$ cat config.mk
export PLATFORM = sky130hd
export DESIGN_NAME = fifo_packer
export DESIGN_NICKNAME = d
export VERILOG_FILES = /design/src/rtl/fifo_packer.sv
export SDC_FILE = /design/constraint.sdc
export NUM_CORES = 1
export LEC_CHECK = 0
export BUFFER_PORTS_ARGS = -buffer_cell sky130_fd_sc_hd__buf_2
export CAP_MARGIN = 40
export CORE_ASPECT_RATIO = 1.4
export CORE_MARGIN = 2
export CORE_UTILIZATION = 45
export DETAILED_ROUTE_END_ITERATION = 12
export PLACE_DENSITY = 0.75
export SYNTH_ARGS = -nofsm -noshare
export SYNTH_HDL_FRONTEND = slang
export SYNTH_SLANG_ARGS = --single-unit
$ cat constraint.sdc
create_clock -name clk -period 1.8 [get_ports clk]
set_clock_uncertainty 0.2 [all_clocks]
set_input_delay 0 -clock clk [delete_from_list [all_inputs] [get_ports clk]]
set_output_delay 0 -clock clk [all_outputs]
set_load 0.02 [all_outputs]
$ cat src/rtl/fifo_packer.sv
`default_nettype none
// ============================================================================
//  Module      : fifo_packer
//  Description : Pops WORDS consecutive entries from an upstream show-ahead
//                FIFO and presents them as one wide packed word with a
//                valid/ready handshake. Slot 0 of the packet (the first entry
//                popped) lands in the least-significant DATA_WIDTH bits.
//
//  Ports
//    clk         in   single clock, rising edge
//    rst_n       in   asynchronous active-low reset
//    enable      in   permits a new packet to start (sampled in IDLE and in
//                     the OUT handshake cycle only)
//    fifo_empty  in   upstream FIFO empty flag
//    fifo_rdata  in   upstream FIFO head entry, valid while fifo_empty=0
//    fifo_rden   out  pop request to upstream FIFO (combinational)
//    out_data    out  packed word, DATA_WIDTH*WORDS bits
//    out_valid   out  out_data holds a complete packet
//    out_ready   in   downstream accepts out_data
//    busy        out  block is in any state other than IDLE
//    pkt_count   out  number of packets accepted downstream (wraps)
//
//  Revision    : 1.0  initial release
// ============================================================================
module fifo_packer #(
    parameter int DATA_WIDTH = 8,
    parameter int WORDS      = 8
) (
    input  logic                          clk,
    input  logic                          rst_n,
    input  logic                          enable,
    input  logic                          fifo_empty,
    input  logic [DATA_WIDTH-1:0]         fifo_rdata,
    output logic                          fifo_rden,
    output logic [DATA_WIDTH*WORDS-1:0]   out_data,
    output logic                          out_valid,
    input  logic                          out_ready,
    output logic                          busy,
    output logic [15:0]                   pkt_count
);

    localparam int                IDX_W      = (WORDS > 1) ? $clog2(WORDS) : 1;
    localparam logic [IDX_W-1:0]  C_LAST_IDX = IDX_W'(WORDS - 1);

    typedef enum logic [1:0] {
        ST_IDLE = 2'd0,
        ST_FILL = 2'd1,
        ST_OUT  = 2'd2
    } state_t;

    state_t                        r_state;
    state_t                        w_state_nxt;
    logic [IDX_W-1:0]              r_idx;
    logic [DATA_WIDTH*WORDS-1:0]   r_out_data;
    logic [15:0]                   r_pkt_count;
    logic                          w_pop;
    logic                          w_last_pop;
    logic                          w_handshake;

    // A pop happens on every FILL cycle the FIFO has data; an empty FIFO
    // simply stalls the fill with no timeout.
    assign w_pop       = (r_state == ST_FILL) && !fifo_empty;
    assign w_last_pop  = w_pop && (r_idx == C_LAST_IDX);
    assign w_handshake = (r_state == ST_OUT) && out_ready;

    // ------------------------------------------------------------------
    // State register
    // ------------------------------------------------------------------
    always_ff @(posedge clk or negedge rst_n) begin
        if (!rst_n) begin
            r_state <= ST_IDLE;
        end else begin
            r_state <= w_state_nxt;
        end
    end

    // ------------------------------------------------------------------
    // Next-state logic. enable is only looked at in IDLE and on the OUT
    // handshake, so dropping it mid-FILL lets the packet complete.
    // ------------------------------------------------------------------
    always_comb begin
        w_state_nxt = r_state;
        case (r_state)
            ST_IDLE: begin
                if (enable) begin
                    w_state_nxt = ST_FILL;
                end
            end
            ST_FILL: begin
                if (w_last_pop) begin
                    w_state_nxt = ST_OUT;
                end
            end
            ST_OUT: begin
                if (out_ready) begin
                    w_state_nxt = enable ? ST_FILL : ST_IDLE;
                end
            end
            default: begin
                w_state_nxt = ST_IDLE;
            end
        endcase
    end

    // ------------------------------------------------------------------
    // Slot index: advances per pop, cleared on the final slot so that
    // non-power-of-two WORDS also restart at slot 0.
    // ------------------------------------------------------------------
    always_ff @(posedge clk or negedge rst_n) begin
        if (!rst_n) begin
            r_idx <= '0;
        end else if (w_pop) begin
            if (w_last_pop) begin
                r_idx <= '0;
            end else begin
                r_idx <= r_idx + 1'b1;
            end
        end
    end

    // ------------------------------------------------------------------
    // Packet register. Each pop overwrites only its own slot; the rest of
    // the word keeps its previous contents until overwritten in turn.
    // ------------------------------------------------------------------
    always_ff @(posedge clk or negedge rst_n) begin
        if (!rst_n) begin
            r_out_data <= '0;
        end else if (w_pop) begin
            for (int k = 0; k < WORDS; k++) begin
                if (r_idx == IDX_W'(k)) begin
                    r_out_data[k*DATA_WIDTH +: DATA_WIDTH] <= fifo_rdata;
                end
            end
        end
    end

    // ------------------------------------------------------------------
    // Accepted-packet counter, wraps naturally at 16 bits.
    // ------------------------------------------------------------------
    always_ff @(posedge clk or negedge rst_n) begin
        if (!rst_n) begin
            r_pkt_count <= 16'h0000;
        end else if (w_handshake) begin
            r_pkt_count <= r_pkt_count + 16'd1;
        end
    end

    // out_valid and busy decode straight from the state register, so the
    // asynchronous reset clears them immediately.
    assign fifo_rden = w_pop;
    assign out_data  = r_out_data;
    assign out_valid = (r_state == ST_OUT);
    assign busy      = (r_state != ST_IDLE);
    assign pkt_count = r_pkt_count;

endmodule
`default_nettype wire

== After elaboration in Yosys (flattened, before gate mapping) ==
Cells that the tools add are included.

* Memories: 0
* Word-level logic and storage cells: 47
* Latch bits: 0
* Input bits: 13
* Flip-flop bits (word level): 85
* Output and inout bits: 83
* ROM bits: 0
* RAM bits: 0

* Bitwise operators: 0
* Divide/modulo/power cells: 0
* Multiplexer cells: 6
* Multipliers: 0
* Equal/unequal tests: 12
* $add $sub $neg: 2
* Reductions and logical operators: 16
* Shift operators: 0
* Order comparisons: 0

{| class="wikitable"
|+ Operators with widths
! kind !! count
|-
| $add 16x1->16 const B || 1
|-
| $reduce_and 2->1 || 8
|-
| $eq 3x3->1 const B || 4
|-
| $eq 3x2->1 const B || 2
|-
| $mux 2 || 3
|-
| $pmux 2 s3 || 1
|-
| $ne 2x2->1 const B || 2
|-
| $add 3x1->3 const B || 1
|-
| $eq 3x1->1 const B || 1
|-
| $logic_and 1x1->1 || 3
|-
| $logic_not 3->1 || 1
|-
| $mux 3 || 1
|-
| $reduce_and 3->1 || 1
|-
| $eq 2x1->1 const B || 1
|-
| $eq 2x2->1 const B || 1
|-
| $logic_not 2->1 || 1
|-
| $ne 2x1->1 const B || 1
|-
| $reduce_bool 2->1 || 1
|-
| $logic_not 1->1 || 1
|-
| $mux 1 || 1
|}

== Depth between registers and ports, before layout ==
* Word-level depth: 5
* Gate-level depth with buffers: 6

== Least setup slack after synthesis ==
OpenSTA, ideal clock, no wires.

* Kind: register -> register
* From: register r_state[1]
* To: register r_out_data[24] (netlist: out_data[24])
* Clock period less this slack: 1907 ps
* Path buffers: 2
* Slack: -107 ps
* Data arrival time: 1581 ps
* Stages on the path, launching flop included: 7
* Setup time: 125 ps
* Cells stage by stage: dfrtp_1 or3b_1 buf_6 inv_8 and2_4 buf_6 mux2_4

* Cells in the longest elaborated chain, start to end: 3

{| class="wikitable"
|+ Ends and longest elaborated chain
! item !! RTL line !! text
|-
| start: declaration || 51 || <nowiki>state_t r_state;</nowiki>
|-
| start signal: assignment || 73 || <nowiki>r_state <= w_state_nxt;</nowiki>
|-
| $eq 2x1->1 || 62 || <nowiki>assign w_pop = (r_state == ST_FILL) && !fifo_empty;</nowiki>
|-
| $logic_and 1x1->1 || 62 ||
|-
| named net fifo_rden || 34 || <nowiki>output logic fifo_rden,</nowiki>
|-
| $reduce_and 2->1 (no source line) || n/a ||
|-
| end signal: indexed assignment || 131 || <nowiki>r_out_data[k*DATA_WIDTH +: DATA_WIDTH] <= fifo_rdata;</nowiki>
|-
| end: declaration || 54 || <nowiki>logic [DATA_WIDTH*WORDS-1:0] r_out_data;</nowiki>
|}

The timed path passes the listed nets, and every way through them passes these cells.
A chain may end at the register's enable or synchronous reset.

== Worst setup path after layout ==
* From: register r_state[1]
* To: register r_out_data[14] (netlist: out_data[14])

* Cells in the longest elaborated chain, start to end: 3

{| class="wikitable"
|+ Ends and longest elaborated chain
! item !! RTL line
|-
| $eq 2x1->1 || 62
|-
| $logic_and 1x1->1 || 62
|-
| $reduce_and 2->1 (no source line) || n/a
|}

No other way between the ends.

==> flow_metrics.env <==
export IMPL_outcome="finished with violations"
export IMPL_violations="setup timing"
export IMPL_cp_slowest_cell="dfrtp_1"
export IMPL_syn_area_sq_mm=0.003547
export IMPL_yosys_top_cells_area="dfrtp_1 60%, mux2_2 15%, mux2_4 6.8%, xnor2_1 3.5%, ha_1 2.5%"
export IMPL_fin_cells=460
export IMPL_antenna_found_initial=0
export IMPL_synthArstFlopShare_pct=100.0
export IMPL_crit_start="r_state[1]$_DFFE_PN0P_"
export IMPL_drv_cap=0
export IMPL_slew_headroom_pct=71.19
export IMPL_fp_dieH_um=109.1
export IMPL_cts_tree="done"
export IMPL_fin_crit_sh_pct=103.2
export IMPL_timing_rr_end="out_data[14]$_DFFE_PN0P_"
export IMPL_drt_iter0_drc=62
export IMPL_crit_family="simple AND/OR/NAND/NOR gates"
export IMPL_synth_nets=248
export IMPL_cts_num_sinks=85
export IMPL_power_frac_seq_pct=38.8
export IMPL_synth_ff_type="dfrtp_1"
export IMPL_rsz0062_at_grt="yes"
export IMPL_worstReg2RegStart="r_state[1]$_DFFE_PN0P_"
export IMPL_vias=2305
export IMPL_drv_slew=0
export IMPL_synthCells=228
export IMPL_synth_top_area_share_pct=59.96
export IMPL_cp_end_kind="register"
export IMPL_synth_edf_count=0
export IMPL_synth_most_common_cell="dfrtp_1"
export IMPL_grt_ovfl_total=0
export IMPL_fmax_mhz=538.5
export IMPL_yosys_top_cells_count="85 x dfrtp_1, 48 x mux2_2, 16 x mux2_4"
export IMPL_area_growth_pct=30.23
export IMPL_cp_required_ns=1.83
export IMPL_cp_max_fo=8
export IMPL_clockPowerShare_pct=18.6
export IMPL_place_hpwl_um=5379
export IMPL_dp_cells=427
export IMPL_drt_pass1_iterations=4
export IMPL_power_density_mw_per_mm2=1728
export IMPL_grt_max_degree=35
export IMPL_htree_levels=3
export IMPL_grt_first_pass_wirelength_um=12070
export IMPL_reg2reg_depth=5
export IMPL_ant_nets=0
export IMPL_die_area_sq_mm=0.008619
export IMPL_wl_met2_um=3971
export IMPL_clock_path_buffers=2
export IMPL_highest_layer="met4"
export IMPL_min_period_ns=1.857
export IMPL_row_count=38
export IMPL_p_sw_w=0.003009
export IMPL_min_path_type="register to register"
export IMPL_hold_ws_ns=0.2754
export IMPL_drc=0
export IMPL_ys_ff_latch=85
export IMPL_cp_arrival_ns=1.89
export IMPL_wirelength_um=7780
export IMPL_insertion_delay_ns=0.34
export IMPL_start_kind="register"
export IMPL_cts_clk_slew_worst_paths_ns=0.09
export IMPL_worst_slew_pin_slew_ns=0.4321
export IMPL_wire_per_inst_um=16.91
export IMPL_synth_warnings=0
export IMPL_crit_chain="or3b_1, buf_6, nor2_8, nand2_8, mux2_2"
export IMPL_setup_viol=35
export IMPL_swShare_pct=37.69
export IMPL_power_internal_w=0.004974
export IMPL_yosysUniqueCellTypes=32
export IMPL_die_x_um=79.04
export IMPL_finalHoldViolCount=0
export IMPL_coreArea_sq_mm=0.007702
export IMPL_critPathCapture="out_data[14]$_DFFE_PN0P_"
export IMPL_wl_met1_um=3145
export IMPL_reg2reg_slack_ns=-0.06
export IMPL_ir_drop_v=0.0009306
export IMPL_cellLeakagePower_nw=2.298
export IMPL_ys_seq_area_share_pct=59.96
export IMPL_gp_congestion=0.7923
export IMPL_cts_root_buffer="clkbuf_8"
export IMPL_n_antenna_cell=0
export IMPL_synth_area_leader_cell="dfrtp_1"
export IMPL_grt_pass1_vias=2265
export IMPL_worst_path_buf_inv=1
export IMPL_max_stage_delay_ns=0.38
export IMPL_drive_gt1_share_pct=55.56
export IMPL_timing_final_ws_setup_ns=-0.05714
export IMPL_initial_core_util_pct=46.05
export IMPL_cts_buffers=9
export IMPL_viasPerCell=5.011
export IMPL_cp_depth=5
export IMPL_criticalPathCategory="register to register"
export IMPL_grt_use_total_pct=18.79
export IMPL_wl_met3_um=494
export IMPL_syn_mean_instance_area_sq_um=15.56
export IMPL_combPwrFrac_pct=42.7
export IMPL_final_core_util_pct=59.97
export IMPL_nets=375
export IMPL_pin_count=96
export IMPL_port_buffers=95
==> how the worst min path moves through the flow <==
stage | cells past startpoint | end | slack [ns] | from
after floorplan | 0 | out_data[0]$_DFFE_PN0P_ | -0.50 | rst_n
after global placement | 1 | out_data[6]$_DFFE_PN0P_ | -0.23 | rst_n
after detailed placement | 1 | out_data[6]$_DFFE_PN0P_ | -0.23 | rst_n
after CTS | 1 | pkt_count[15]$_DFFE_PN0P_ | 0.28 | pkt_count[15]$_DFFE_PN0P_
after global routing | 1 | pkt_count[15]$_DFFE_PN0P_ | 0.31 | pkt_count[15]$_DFFE_PN0P_
final | 1 | pkt_count[15]$_DFFE_PN0P_ | 0.28 | pkt_count[15]$_DFFE_PN0P_
==> metal layers <==
metal | vias to the layer above | global-route usage, %
met5 | - | 0
met3 | 15 | 5.381
met1 | 1158 | 22.64
li1 | 1058 | -
met2 | 74 | 31.66
met4 | 0 | 7.635
==> logic make-up after synthesis <==
group / after synthesis / synth area share (%)
simple gates: 39 / 8.219
buf+inv: 11 / 2.293
mux: 65 / 22.33
compound gates: 6 / 1.023
flops: 85 / 59.96
fa+ha+maj: 7 / 2.469
xor+xnor: 15 / 3.704
==> power by group through the flow <==
stage | logic (W) | registers (W) | clock network, W
2_1_floorplan | 0.00129 | 0.00396 | 0
3_3_place_gp | 0.00323 | 0.00309 | 0
3_5_place_dp | 0.00330 | 0.00313 | 0
4_1_cts | 0.00343 | 0.00310 | 0.00151
5_1_grt | 0.00362 | 0.00320 | 0.00160
6_report | 0.00341 | 0.00310 | 0.00148
==> stage by stage <==
step	area (sq um)	setup TNS [ns]	total power, W	setup slack, ns
detailed placement	4179	-1.064	0.006426	-0.06595
global placement	4179	-0.4937	0.006316	-0.03276
global route	4619	-3.884	0.008420	-0.1058
finish	4619	-1.290	0.007983	-0.05714
CTS	4599	-1.392	0.008034	-0.05758
floorplan	3551	-1.219	0.005256	-0.07653
==> cells in the final DEF, fill, tap and decap left out <==
cell            n
clkbuf_1        1
or2b_1          1
bufinv_16       2
mux2_4         17
nand4_1         3
buf_12          1
buf_6           3
inv_1           5
and2_4          3
ha_1            7
or3_1           1
dlygate4sd3_1  14
clkinv_4        1
buf_4           9
o31ai_1         1
clkbuf_8       10
o22ai_1         1
nand3_4         3
and4_4          1
xnor2_1        14
nor2_1          2
dfrtp_1        85
buf_2          93
or3b_1          1
nand2_1         7
clkinv_8        1
and3_1          5
nor2_8          1
a21o_1          1
clkinvlp_4      2
nand3_1         7
or2_2           1
o21ai_0         3
nand2_8         3
xor2_1          1
and4b_2         1
mux2_2         48
==> what timing repair did <==
item | in CTS | in global routing
gates resized for setup | 7 | 5
setup buffers | 1 | 1
endpoints found under the hold margin | 156 | 0
endpoints found under the setup margin | 57 | 73
cloned | 1 | 0
pin swaps | 1 | 2
hold buffers | 14 | 0
==> registers in the layout (all words and copies together), names as in the netlist <==
signal,count
r_idx,3
pkt_count,16
r_state,2
out_data,64
==> final cells by class <==
cell class	count	area (sq um)
Clock buffer	11	141.4
Clock inverter	5	83.83
Fill cell	643	3083
Inverter	6	35.03
Multi-Input combinational cell	133	1380
Sequential cell	85	2127
Tap cell	100	125.1
Timing Repair Buffer	120	726.9
==> worst reg2reg max path: cells and delay by family, from the launching register on <==
kind | cells | cell delay [ns]
DFF | 1 | 0.38
muxes | 1 | 0.31
buffers and inverters | 1 | 0.16
and+or+nand+nor | 3 | 0.70
Power figures use the tool's default switching activity.
